### src/rtl/branch_cond_unit_if.sv
// Request/response bundle for branch_cond_unit: request fields, result fields,
// loop-counter control and the architectural flag/counter observation outputs.
interface branch_cond_unit_if #(
    parameter int WIDTH  = 32,
    parameter int LOOP_W = 16,
    parameter int TAG_W  = 32
);
    // Handshake: a request transfers on a rising edge where in_valid & in_ready;
    // a result transfers on a rising edge where out_valid & out_ready. in_ready is
    // the only combinational output and depends solely on out_valid/out_ready.
    logic              in_valid;
    logic              in_ready;
    logic [2:0]        op;
    logic              signed_mode;
    logic              use_b;
    logic              use_flags;
    logic              flag_we;
    logic [WIDTH-1:0]  a;
    logic [WIDTH-1:0]  b;
    logic [TAG_W-1:0]  in_tag;
    logic              loop_ld;
    logic [LOOP_W-1:0] loop_val;
    logic              out_valid;
    logic              out_ready;
    logic              taken;
    logic [TAG_W-1:0]  out_tag;
    logic [2:0]        flags;
    logic [LOOP_W-1:0] loop_cnt;

    modport slave (
        input  in_valid, op, signed_mode, use_b, use_flags, flag_we,
        input  a, b, in_tag, loop_ld, loop_val, out_ready,
        output in_ready, out_valid, taken, out_tag, flags, loop_cnt
    );

    modport master (
        output in_valid, op, signed_mode, use_b, use_flags, flag_we,
        output a, b, in_tag, loop_ld, loop_val, out_ready,
        input  in_ready, out_valid, taken, out_tag, flags, loop_cnt
    );
endinterface

### src/rtl/branch_cond_unit.sv
// Branch-condition evaluator: live or stored {gt,eq,lt} compare, 8-way condition
// decode with decrement-and-branch loop counter, one-deep registered result stage.
module branch_cond_unit #(
    parameter int WIDTH  = 32,
    parameter int LOOP_W = 16,
    parameter int TAG_W  = 32
) (
    input  logic                clk,
    input  logic                rst_n,
    branch_cond_unit_if.slave   bus
);

    typedef enum logic [2:0] {
        OP_GT    = 3'd0,
        OP_LT    = 3'd1,
        OP_EQ    = 3'd2,
        OP_NEVER = 3'd3,
        OP_NE    = 3'd4,
        OP_GE    = 3'd5,
        OP_LE    = 3'd6,
        OP_DJNZ  = 3'd7
    } cond_op_e;

    logic              r_out_valid;
    logic              r_taken;
    logic [TAG_W-1:0]  r_out_tag;
    logic [2:0]        r_flags;
    logic [LOOP_W-1:0] r_loop_cnt;

    logic              w_accept;
    logic [WIDTH-1:0]  w_rhs;
    logic [WIDTH:0]    w_a_ext;
    logic [WIDTH:0]    w_rhs_ext;
    logic              w_lt;
    logic              w_eq;
    logic              w_gt;
    logic [2:0]        w_live;
    logic [2:0]        w_src;
    logic              w_cnt_nz;
    logic [LOOP_W-1:0] w_cnt_dec;
    logic              w_djnz;
    logic              w_taken;
    cond_op_e          w_op;

    assign bus.in_ready = !r_out_valid || bus.out_ready;
    assign w_accept     = bus.in_valid && bus.in_ready;
    assign w_op         = cond_op_e'(bus.op);

    // One extra bit turns both interpretations into a single signed compare:
    // the extension bit is the sign bit in signed mode and zero otherwise.
    assign w_rhs     = bus.use_b ? bus.b : '0;
    assign w_a_ext   = {bus.signed_mode & bus.a[WIDTH-1], bus.a};
    assign w_rhs_ext = {bus.signed_mode & w_rhs[WIDTH-1], w_rhs};
    assign w_lt      = $signed(w_a_ext) < $signed(w_rhs_ext);
    assign w_eq      = (bus.a == w_rhs);
    assign w_gt      = !w_lt && !w_eq;
    assign w_live    = {w_gt, w_eq, w_lt};

    assign w_src     = bus.use_flags ? r_flags : w_live;

    assign w_cnt_nz  = (r_loop_cnt != '0);
    assign w_cnt_dec = r_loop_cnt - LOOP_W'(1);
    assign w_djnz    = (w_op == OP_DJNZ);

    always_comb begin
        w_taken = 1'b0;
        case (w_op)
            OP_GT:    w_taken = w_src[2];
            OP_LT:    w_taken = w_src[0];
            OP_EQ:    w_taken = w_src[1];
            OP_NEVER: w_taken = 1'b0;
            OP_NE:    w_taken = !w_src[1];
            OP_GE:    w_taken = w_src[2] || w_src[1];
            OP_LE:    w_taken = w_src[0] || w_src[1];
            OP_DJNZ:  w_taken = w_cnt_nz && (w_cnt_dec != '0);
            default:  w_taken = 1'b0;
        endcase
    end

    // Result stage: a new accept overwrites the held result, which is only
    // possible when the consumer is draining it in the same cycle.
    always_ff @(posedge clk) begin
        if (!rst_n) begin
            r_out_valid <= 1'b0;
            r_taken     <= 1'b0;
            r_out_tag   <= '0;
        end else if (w_accept) begin
            r_out_valid <= 1'b1;
            r_taken     <= w_taken;
            r_out_tag   <= bus.in_tag;
        end else if (r_out_valid && bus.out_ready) begin
            r_out_valid <= 1'b0;
        end
    end

    always_ff @(posedge clk) begin
        if (!rst_n) begin
            r_flags <= 3'b000;
        end else if (w_accept && bus.flag_we) begin
            r_flags <= w_live;
        end
    end

    // An explicit load takes priority over a decrement in the same cycle;
    // the counter saturates at zero instead of wrapping.
    always_ff @(posedge clk) begin
        if (!rst_n) begin
            r_loop_cnt <= '0;
        end else if (bus.loop_ld) begin
            r_loop_cnt <= bus.loop_val;
        end else if (w_accept && w_djnz && w_cnt_nz) begin
            r_loop_cnt <= w_cnt_dec;
        end
    end

    assign bus.out_valid = r_out_valid;
    assign bus.taken     = r_taken;
    assign bus.out_tag   = r_out_tag;
    assign bus.flags     = r_flags;
    assign bus.loop_cnt  = r_loop_cnt;

endmodule
### src/flat_wrapper.sv
// flat-port wrapper written by rule: the top's interface ports become plain ports
module branch_cond_unit_flat 
#(
    parameter int WIDTH  = 32,
    parameter int LOOP_W = 16,
    parameter int TAG_W  = 32
)
  (clk, rst_n, bus_in_valid, bus_op, bus_signed_mode, bus_use_b, bus_use_flags, bus_flag_we, bus_a, bus_b, bus_in_tag, bus_loop_ld, bus_loop_val, bus_out_ready, bus_in_ready, bus_out_valid, bus_taken, bus_out_tag, bus_flags, bus_loop_cnt);
  branch_cond_unit_if #(.WIDTH(WIDTH), .LOOP_W(LOOP_W), .TAG_W(TAG_W)) bus_i ();
  input  logic clk;
  input  logic rst_n;
  input wire logic [$bits(bus_i.in_valid)-1:0] bus_in_valid;
  input wire logic [$bits(bus_i.op)-1:0] bus_op;
  input wire logic [$bits(bus_i.signed_mode)-1:0] bus_signed_mode;
  input wire logic [$bits(bus_i.use_b)-1:0] bus_use_b;
  input wire logic [$bits(bus_i.use_flags)-1:0] bus_use_flags;
  input wire logic [$bits(bus_i.flag_we)-1:0] bus_flag_we;
  input wire logic [$bits(bus_i.a)-1:0] bus_a;
  input wire logic [$bits(bus_i.b)-1:0] bus_b;
  input wire logic [$bits(bus_i.in_tag)-1:0] bus_in_tag;
  input wire logic [$bits(bus_i.loop_ld)-1:0] bus_loop_ld;
  input wire logic [$bits(bus_i.loop_val)-1:0] bus_loop_val;
  input wire logic [$bits(bus_i.out_ready)-1:0] bus_out_ready;
  output wire logic [$bits(bus_i.in_ready)-1:0] bus_in_ready;
  output wire logic [$bits(bus_i.out_valid)-1:0] bus_out_valid;
  output wire logic [$bits(bus_i.taken)-1:0] bus_taken;
  output wire logic [$bits(bus_i.out_tag)-1:0] bus_out_tag;
  output wire logic [$bits(bus_i.flags)-1:0] bus_flags;
  output wire logic [$bits(bus_i.loop_cnt)-1:0] bus_loop_cnt;
  assign bus_i.in_valid = bus_in_valid;
  assign bus_i.op = bus_op;
  assign bus_i.signed_mode = bus_signed_mode;
  assign bus_i.use_b = bus_use_b;
  assign bus_i.use_flags = bus_use_flags;
  assign bus_i.flag_we = bus_flag_we;
  assign bus_i.a = bus_a;
  assign bus_i.b = bus_b;
  assign bus_i.in_tag = bus_in_tag;
  assign bus_i.loop_ld = bus_loop_ld;
  assign bus_i.loop_val = bus_loop_val;
  assign bus_i.out_ready = bus_out_ready;
  assign bus_in_ready = bus_i.in_ready;
  assign bus_out_valid = bus_i.out_valid;
  assign bus_taken = bus_i.taken;
  assign bus_out_tag = bus_i.out_tag;
  assign bus_flags = bus_i.flags;
  assign bus_loop_cnt = bus_i.loop_cnt;
  branch_cond_unit #(.WIDTH(WIDTH), .LOOP_W(LOOP_W), .TAG_W(TAG_W)) u_core (.clk(clk), .rst_n(rst_n), .bus(bus_i));
endmodule
### config.mk
export PLATFORM = sky130hd
export DESIGN_NAME = branch_cond_unit_flat
export DESIGN_NICKNAME = d
export VERILOG_FILES = /design/src/rtl/branch_cond_unit_if.sv /design/src/rtl/branch_cond_unit.sv /design/src/flat_wrapper.sv
export SDC_FILE = /design/constraint.sdc
export NUM_CORES = 1
export LEC_CHECK = 0
export CORE_ASPECT_RATIO = 0.8
export CORE_UTILIZATION = 37
export CTS_CLUSTER_DIAMETER = 120
export DETAILED_ROUTE_END_ITERATION = 10
export GPL_TIMING_DRIVEN = 0
export PLACE_DENSITY = 0.78
export SLEW_MARGIN = 20
export SYNTH_ARGS = -nofsm -noshare
export SYNTH_HDL_FRONTEND = slang
export SYNTH_SLANG_ARGS = --single-unit
### constraint.sdc
create_clock -name clk -period 2.9 [get_ports clk]
set_input_delay 0.87 -clock clk [delete_from_list [all_inputs] [get_ports clk]]
set_output_delay 0.87 -clock clk [all_outputs]
set_load 0.01 [all_outputs]
## Word-level counts from Yosys, hierarchy flattened

Cells that the tools add are included.

| operators by class | value |
|---|---|
| add/sub/neg operators | 1 |
| $lt $le $gt $ge | 1 |
| eq/ne operators | 8 |
| mux-type cells | 7 |
| bitwise operators | 2 |
| reduce and logical (&&, ||, !) cells | 19 |

Operators with widths:

| cell | number |
|---|---|
| $lt A33 B33 Y1 | 1 |
| $eq A32 B32 Y1 | 1 |
| $mux W16 | 2 |
| $mux W32 | 1 |
| $reduce_bool A16 Y1 | 2 |
| $sub A16 B1 Y16 const B | 1 |
| $eq A3 B3 Y1 const B | 4 |
| $pmux W1 S8 | 1 |
| $logic_and A1 B1 Y1 | 7 |
| $eq A3 B2 Y1 const B | 2 |
| $logic_not A1 Y1 | 4 |
| $reduce_bool A2 Y1 | 2 |
| $eq A3 B1 Y1 const B | 1 |
| $logic_not A3 Y1 | 1 |
| $logic_or A1 B1 Y1 | 3 |
| $mux W3 | 1 |
| $and A1 B1 Y1 | 2 |
| $mux W1 | 2 |

| storage, ports and cells | value |
|---|---|
| bits in registers | 53 |
| bits of input ports | 124 |
| output and inout bits | 54 |
| logic and storage cells | 43 |

## Depth between registers and ports, before layout

Gate-level depths: netlist of run 1.

| logic depth | value |
|---|---|
| depth after elaboration | 8 |
| gate-level depth with buffers | 11 |
| depth with buffers taken out | 9 |

## Worst setup path after synthesis of run 1

Ideal clock, no wire load.

| timing path | value |
|---|---|
| path type | input-to-reg |
| start point | input bus_use_b |
| end point | register u_core.r_taken, in the netlist u_core.bus.taken |
| arrival | 2.910 ns |
| path slack | -0.130 ns |
| stages | 11 |
| cell sequence | clkbuf_1 clkbuf_1 nand2_1 ha_1 nand4_1 nor3_1 nand3_1 nor4_2 mux2i_1 and4b_1 a211oi_1 |

| between the ends | value |
|---|---|
| word-level cells in the longest chain between the ends | 8 |

Ends and longest elaborated chain:

| item | line | source |
|---|---|---|
| start, declared | flat_wrapper.sv:15 | `input wire logic [$bits(bus_i.use_b)-1:0] bus_use_b;` |
| $mux W32 (*) | branch_cond_unit.sv:51 | `assign w_rhs = bus.use_b ? bus.b : '0;` |
| $and A1 B1 Y1 | branch_cond_unit.sv:53 | `assign w_rhs_ext = {bus.signed_mode & w_rhs[WIDTH-1], w_rhs};` |
| $lt A33 B33 Y1 | branch_cond_unit.sv:54 | `assign w_lt = $signed(w_a_ext) < $signed(w_rhs_ext);` |
| $logic_not A1 Y1 | branch_cond_unit.sv:56 | `assign w_gt = !w_lt && !w_eq;` |
| $logic_and A1 B1 Y1 | branch_cond_unit.sv:56 |  |
| $mux W3 (*) | branch_cond_unit.sv:59 | `assign w_src = bus.use_flags ? r_flags : w_live;` |
| $logic_or A1 B1 Y1 | branch_cond_unit.sv:73 | `OP_GE: w_taken = w_src[2] \|\| w_src[1];` |
| $pmux W1 S8 (*) | branch_cond_unit.sv:67 | `case (w_op)` |
| end signal, assigned | branch_cond_unit.sv:89 | `r_taken <= w_taken;` |
| end, declared | branch_cond_unit.sv:25 | `logic r_taken;` |

Mark *: on every way between the ends. The rest lies on a longest branch, timed or not.
A chain may end at the register's enable or synchronous reset.

## Final worst setup path of run 1

| timing path | value |
|---|---|
| start point | input bus_b[6] |
| end point | register u_core.r_taken, in the netlist u_core.bus.taken |

| between the ends | value |
|---|---|
| word-level cells in the longest chain between the ends | 7 |

Ends and longest elaborated chain:

| item | line | source |
|---|---|---|
| start, declared | flat_wrapper.sv:19 | `input wire logic [$bits(bus_i.b)-1:0] bus_b;` |
| $mux W32 (*) | branch_cond_unit.sv:51 |  |
| $lt A33 B33 Y1 / $eq A32 B32 Y1 (equally long branches) | branch_cond_unit.sv:54, branch_cond_unit.sv:55 |  |
| $logic_not A1 Y1 | branch_cond_unit.sv:56 |  |
| $logic_and A1 B1 Y1 | branch_cond_unit.sv:56 |  |
| $mux W3 (*) | branch_cond_unit.sv:59 |  |
| $logic_or A1 B1 Y1 | branch_cond_unit.sv:73 |  |
| $pmux W1 S8 (*) | branch_cond_unit.sv:67 |  |

Marks and branches as above.

==> key figures, run 1 <==
Cells and area
  – Most frequent cells in the layout: clkdlybuf4s50_1, nand2_1, dfxtp_1, a21boi_0, a21oi_1
  – Final-stage net count: between 700 and 800
  – Most common cell after layout, fill and taps aside: clkdlybuf4s50_1
  – Fill count: 743
  – Area growth, synth to finish: 69.2%
  – Share of cells above drive strength 1: 10.2%
  – Antenna cells: 0

Synth
  – Mapped Area: roughly 3500 um2
  – Largest family of logic cells by synthesized area: simple AND/OR/NAND/NOR gates
  – Gate Count Post-Synth: between 400 and 500
  – Number of flops mapped to enable cells by yosys: 0
  – Yosys top cell by area: dfxtp_1
  – Sequential share of the synthesized area: a little under a third
  – Post-synthesis mux area share: between 1 and 1.5%
  – Syn Area/Cell: approximately 7.7 um2
  – Fraction of registers with async set/reset: 0%
  – Synth Area in Simple Gates: roughly 28%
  – Unique masters post-synth: about 50
  – Ys Warns: 0
  – Mapped Nets: 611
  – Adder-cell area share of the yosys netlist: 12.5%
  – Post-Synth XOR/XNOR Area: approximately 4.5%
  – Most used DFF post-synth: dfxtp_1
  – Synth Register Bits: 53
  – Compound-Gate Fraction of Synth Area: 19.8%
  – Top cell type's share of synthesized area: a little under a third
  – Synth area leaders: dfxtp_1, nand2_1, ha_1

Clocking
  – Worst skew pair latency: roughly 0.29 ns
  – CTS Hold Buffers Added: 0
  – Max H-tree Level: 2
  – Clock Tree Buf Depth: 2
  – CTS tree: done
  – Inserted Clock Buffers: 5
  – Clock transition at path regs: 0.07 ns
  – CTS Root Cell: clkbuf_16
  – Clock Sinks: 53

Power
  – Worst vdd ir: between 0.3 and 0.4 mV
  – Total leakage power: between 2 and 2.5 nW
  – PwrDens: 351 nW/um2

Timing
  – Clk_skew: between 0.009 and 0.01 ns
  – Hold Vio Cnt, Final: 0
  – Fmax: 0.351 GHz
  – Fin. max-slew vios: 0
  – Final setup viols: 0
  – Tmin final: roughly 2.8 ns
  – Worst rel slew slack: between 50 and 60%
  – Sum Neg Setup Slack: 0 ns
  – Tcrit/Tclk final: a little over nine tenths
  – Worst Tran Pin Value: around 0.67 ns
  – Hold slack: roughly 0.47 ns

Global routing
  – Vias in the first global route: about 3,800
  – Total Routing Usage GR: a little over a fifth
  – Antenna violations before repair: 0
  – Grt ovf: 0
  – Pin count of the biggest net entering global routing: 17
  – First-pass GRT wire length: 17.6 mm

Routing
  – Final wirelength: roughly 11 mm
  – Drc violations: 0
  – Drt wl/cell: approximately 15 um
  – Drt pass-1 iters: 4
  – Initial drt markers: approximately 130
  – DR vias: ~3,900
  – Post-DR vias/cell: roughly 5
  – DRT antenna net count: 0

Worst hold path
  – Hold WC Path Type: flop to flop
  – Hold Crit Start: u_core.bus.out_tag[31]

Setup path
  – Origin of the worst setup path: bus_b[6]
  – Crit Path Max Fanout: 3
  – Worst setup path class: primary input to flop
  – Critical Path AT: around 3 ns
  – Worst setup SP type: primary input
  – Reg2Reg Launch Point: u_core.bus.loop_cnt[0]
  – Critical path capture point type: flop
  – Critical Path RT: ~3.1 ns

Floorplanning
  – Core ar.: 9110 um2
  – Initial cell density of the core: between 30% and 40%
  – Row count: 31
  – Die area: 9860 um2
  – Ports: 178
  – Die width: between 100 and 150 um
  – Die H: 89.0 um

Place
  – I/O Buffers: roughly 180
  – Placed wire-length estimate: around 8.5 mm
  – GPL Wtd Cong: about 0.88

Run
  – Max-Cap Viols: 0

Status
  – Outcome: finished clean
[worst max-delay path, cell delays in order]
cell and delay (ns):
clkdlybuf4s50_1 0.48, nand2_1 0.10, ha_4 0.28, nand4_1 0.19, nor4_4 0.31, buf_4 0.16
a41o_1 0.15, a31oi_1 0.08, and4b_1 0.22, a211oi_2 0.20
[metal layers]
metal | wire length [um] | vias up | track usage, %
li1 | - | 1954 | -
met1 | 5160 | 1767 | 27.6
met2 | 5480 | 129 | 38.1
met3 | 592 | 10 | 4.68
met4 | 133 | 0 | 3.88
met5 | 0 | - | 0
[through the flow]
| stage | power (mW) | area (um2) | util (%) | instances | worst slack (ns) |
|---|---|---|---|---|---|
| after floorplan | 1.11 | 3540 | - | 452 | 0.0663 |
| after global placement | 1.42 | 5440 | 59.7 | 742 | -0.357 |
| after detailed placement | 1.44 | 5440 | 59.7 | 742 | -0.371 |
| after CTS | 2.04 | 5600 | 61.5 | 751 | -0.00312 |
| after global routing | 2.20 | 5920 | 65.0 | 755 | -0.0303 |
| final | 2.08 | 5920 | 65.0 | 755 | 0.0510 |
[cell families after synthesis]
kind of cell | count (synthesis)
adders and majority gates | 35
buffers and inverters | 34
muxes | 4
AOI/OAI and AO/OA | 103
DFF | 53
and+or+nand+nor | 205
xor gates and xnor gates | 18
[cells in the mapped netlist, drive strengths merged (2+ instances only)]
library cell and instances:
a221oi 2, and2 6, a31oi 2, dfxtp 53
a211oi 4, o31ai 2, o211a 5, xor2 12
a22oi 2, nor3 17, nand3b 3, inv 12
nand4 9, nor2 14, xnor2 6, clkbuf 21
o21ai 20, nand3 10, nand2 122, nand2b 6
or3 3, a21oi 24, ha 35, nor4 3
mux2i 3, nor2b 5, a21boi 34
[power by group]
group	internal, mW	switching, mW	leakage [nW]
clock network	0.321	0.271	0.0631
logic	0.381	0.293	1.86
registers	0.773	0.0421	0.437
[final cells by class]
| type | instances | area (um2) | area share, % |
|---|---|---|---|
| multi-input combinational | 365 | 2590 | 43.7 |
| timing repair buffer | 180 | 1820 | 30.6 |
| sequential | 53 | 1060 | 17.9 |
| tap | 115 | 144 | 2.43 |
| clock buffer | 6 | 129 | 2.18 |
| buffer | 22 | 128 | 2.15 |
| inverter | 12 | 45.0 | 0.760 |
| clock inverter | 2 | 15.0 | 0.253 |
[state kept, by name, indices dropped and copies added (netlist names)]
name,flops
u_core.bus.out_tag,32
u_core.bus.loop_cnt,16
u_core.bus.flags,3
u_core.bus.out_valid,1
u_core.bus.taken,1
[timing repair]
action / in CTS / in global routing
buffers inserted: 1 / 4
resized for setup: 4 / 51
setup endpoints to repair: 2 / 3
pin swaps: 3 / 24
[worst paths after layout]
path	endpoint	slack [ns]	depth (start not counted)
setup / recovery	u_core.bus.taken	0.05	10
hold / removal	u_core.bus.out_tag[31]	0.47	2
setup reg to reg	u_core.bus.loop_cnt[8]	0.44	10
hold reg to reg	u_core.bus.out_tag[31]	0.47	2
Power figures use the tool's default switching activity.
==> run 2: changes to the inputs <==
--- a/config.mk
+++ b/config.mk
@@ -5,13 +5,13 @@
 export SDC_FILE = /design/constraint.sdc
 export NUM_CORES = 1
 export LEC_CHECK = 0
+export ABC_CLOCK_PERIOD_IN_PS = 2900
 export CORE_ASPECT_RATIO = 0.8
 export CORE_UTILIZATION = 37
 export CTS_CLUSTER_DIAMETER = 120
 export DETAILED_ROUTE_END_ITERATION = 10
 export GPL_TIMING_DRIVEN = 0
 export PLACE_DENSITY = 0.78
-export SLEW_MARGIN = 20
 export SYNTH_ARGS = -nofsm -noshare
 export SYNTH_HDL_FRONTEND = slang
 export SYNTH_SLANG_ARGS = --single-unit
==> results of run 2 <==
Same layout as run 1: the final DEF is identical, and so are final timing and power.
==> run 3: changes to the inputs <==
--- a/config.mk
+++ b/config.mk
@@ -5,13 +5,14 @@
 export SDC_FILE = /design/constraint.sdc
 export NUM_CORES = 1
 export LEC_CHECK = 0
-export ABC_CLOCK_PERIOD_IN_PS = 2900
+export ABC_CLOCK_PERIOD_IN_PS = 3010
 export CORE_ASPECT_RATIO = 0.8
-export CORE_UTILIZATION = 37
+export CORE_UTILIZATION = 41
 export CTS_CLUSTER_DIAMETER = 120
 export DETAILED_ROUTE_END_ITERATION = 10
 export GPL_TIMING_DRIVEN = 0
-export PLACE_DENSITY = 0.78
+export PLACE_DENSITY = 0.82
 export SYNTH_ARGS = -nofsm -noshare
 export SYNTH_HDL_FRONTEND = slang
 export SYNTH_SLANG_ARGS = --single-unit
+export TNS_END_PERCENT = 30
==> constraint.sdc (replaced) <==
create_clock -name clk -period 3.01 [get_ports clk]
set_input_delay 0.903 -clock clk [delete_from_list [all_inputs] [get_ports clk]]
set_output_delay 0.903 -clock clk [all_outputs]
set_load 0.01 [all_outputs]
==> key figures, run 3 (synthesis results as in run 1) <==
Status
  – Outcome: finished clean

Setup path
  – Critical path capture point type: flop
  – Slowest cell delay on critical path: 0.45 ns (-0.03 ns)
  – CP Buf/Inv Count: 1 (-1)
  – Critical path's top delay family: simple AND/OR/NAND/NOR gates
  – Critical path capture point: u_core.bus.taken
  – CP max stage cell: clkdlybuf4s50_1
  – Worst Reg2Reg Path Length in Cells: 10 (unchanged)
  – Worst setup path class: primary input to flop
  – Reg2Reg Launch Point: u_core.bus.loop_cnt[0]
  – Crit-path cells: clkdlybuf4s50_1, nand2_1, ha_1, nand4_1, nor4_4, a221oi_1, nand4_1, nand2_1, mux2_2, a211oi_2
  – Critical Path RT: 3.23 ns (+0.12 ns)
  – Worst setup SP type: primary input
  – Reg2reg setup slack: 0.57 ns (+0.13 ns)
  – WP depth: 10 (unchanged)
  – Critical Path AT: 3.12 ns (+0.06 ns)
  – Worst R2R End: u_core.bus.loop_cnt[15]
  – Origin of the worst setup path: bus_b[12]
  – Crit Path Max Fanout: 3 (unchanged)

Global routing
  – Grt ovf: 0 (unchanged)
  – Total Routing Usage GR: 23.2% (+1.7 points)
  – Pin count of the biggest net entering global routing: 19 (+2)
  – Vias in the first global route: 3,660 (-2.9%)
  – First-pass GRT wire length: 16.9 mm (-3.8%)
  – Antenna violations before repair: 0 (unchanged)

Cells and area
  – Max reg flops: 32 (unchanged)
  – Antenna cells: 0 (unchanged)
  – Share of cells above drive strength 1: 5.80% (-4.4 points)
  – Design Area, Final: 5590 um2 (-5.6%)
  – Final-stage net count: 796 (-0.25%)
  – Area growth, synth to finish: 59.7%
  – Most frequent cells in the layout: clkdlybuf4s50_1, nand2_1, dfxtp_1, a21boi_0, ha_1
  – Most common cell after layout, fill and taps aside: clkdlybuf4s50_1
  – Cell Count, Final, Fillers Out: 746 (-1.2%)

Clocking
  – Clock Tree Buf Depth: 2 (unchanged)
  – CTS tree: done
  – Clock Sinks: 53 (unchanged)
  – CTS Hold Buffers Added: 0 (unchanged)
  – Worst skew pair latency: 0.31 ns (+0.02 ns)
  – Inserted Clock Buffers: 5 (unchanged)
  – Clock transition at path regs: 0.09 ns (+0.02 ns)
  – CTS Root Cell: clkbuf_8
  – Max H-tree Level: 2 (unchanged)

Power
  – Total leakage power: 2.21 nW (-6.5%)
  – Worst vdd ir: 0.213 mV (-29%)
  – PwrDens: 323 nW/um2 (-8.0%)

Timing
  – Worst Tran Pin Value: 0.614 ns (-0.0528 ns)
  – Tmin final: roughly 2.9 ns
  – Tcrit/Tclk final: 96.2%
  – Hold Vio Cnt, Final: 0 (unchanged)
  – Fmax: ~0.35 GHz
  – Sum Neg Setup Slack: 0 ns (unchanged)
  – Fin. max-slew vios: 0 (unchanged)
  – Final setup viols: 0 (unchanged)
  – Clk_skew: 0.0131 ns (+0.00391 ns)
  – Worst rel slew slack: 58.7% (+3.6 points)
  – Final setup margin: 0.114 ns (+0.0633 ns)

Place
  – Placed Cells: 735 (-0.94%)
  – GPL Wtd Cong: 0.877 (+0.18%)
  – Pre-CTS WS: -0.497 ns (-0.126 ns)
  – Placed wire-length estimate: 8.37 mm (-1.9%)
  – Placement-stage cell area: 5390 um2 (-0.83%)
  – I/O Buffers: 175 (unchanged)

Run
  – Max-Cap Viols: 0 (unchanged)

Floorplanning
  – Row count: 29 (-6.5%)
  – Initial cell density of the core: 43.3% (+4.9 points)
  – Die area: 8920 um2 (-9.6%)
  – Core ar.: 8090 um2 (-11%)
  – Die H: 84.7 um (-4.9%)
  – Die width: 105 um (-4.9%)
  – Ports: 178 (unchanged)

Routing
  – Drc violations: 0 (unchanged)
  – DR vias: 3,861 (+0.026%)
  – Post-DR vias/cell: 5.18 (+1.2%)
  – Final wirelength: 10.5 mm (-7.1%)
  – Initial drt markers: 184 (+45%)
  – DRT antenna net count: 0 (unchanged)
  – Drt wl/cell: 14.1 um (-6.0%)
  – Drt pass-1 iters: 4 (unchanged)

Worst hold path
  – Hold WC Path Type: flop to flop
  – Hold Crit Start: u_core.bus.out_tag[5]
-- run 3: changes by cell type in the layout (fill, tap and decap cells not counted), sizes merged --
cell	previous run	this run
buf	8	5
clkdlybuf4s50	163	174
dlygate4sd2	1	0
dlymetal6s2s	11	1
inv	12	13
-- run 3: repair_timing --
item	CTS	global route
pin swaps	0	8
buffers inserted	0	3
cloned	0	0
setup endpoints to repair	1	2
resized for setup	5	16
-- run 3: cell type report --
cell class	count	area (um2)
inverter	12	45.0
multi-input combinational	365	2380
timing repair buffer	178	1780
buffer	22	104
fill	661	2500
tap	108	135
clock inverter	3	26.3
clock buffer	5	68.8
sequential	53	1060
-- run 3: how the worst min path moves through the flow --
stage,slack (ns),to,depth (start not counted)
6_report,0.47,u_core.bus.out_tag[5],2
4_1_cts,0.47,u_core.bus.out_tag[5],2
3_3_place_gp,0.45,u_core.bus.out_tag[25],2
3_5_place_dp,0.46,u_core.bus.out_tag[5],2
5_1_grt,0.49,u_core.bus.out_tag[5],2
2_1_floorplan,0.49,u_core.bus.out_tag[0],2
-- run 3: power by group --
group          switching, mW  internal (mW)
clock                  0.255          0.170
sequential            0.0398          0.745
combinational          0.256          0.343
-- run 3: worst min-delay path, delay by kind of cell, from the launching register on --
kind	cells	cell delay (ns)
AOI/OAI and AO/OA	1	0.06
and+or+nand+nor	1	0.05
DFF	1	0.32
-- run 3: per-layer routing --
layer / share of wire [%] / GRT usage [%] / wire, um
met3: 5.5 / 4.04 / 578
met4: 0.62 / 3.71 / 65
met5: 0 / 0 / 0
met2: 49 / 41.0 / 5160
met1: 45 / 30.0 / 4750
-- run 3: through the flow --
step | power [mW] | utilization (%) | hold slack (ns)
after floorplan | 1.06 | - | 0.488
after global placement | 1.37 | 66.6 | 0.449
after detailed placement | 1.38 | 66.6 | 0.459
after CTS | 1.81 | 68.2 | 0.470
after global routing | 1.92 | 69.1 | 0.490
final | 1.81 | 69.1 | 0.466
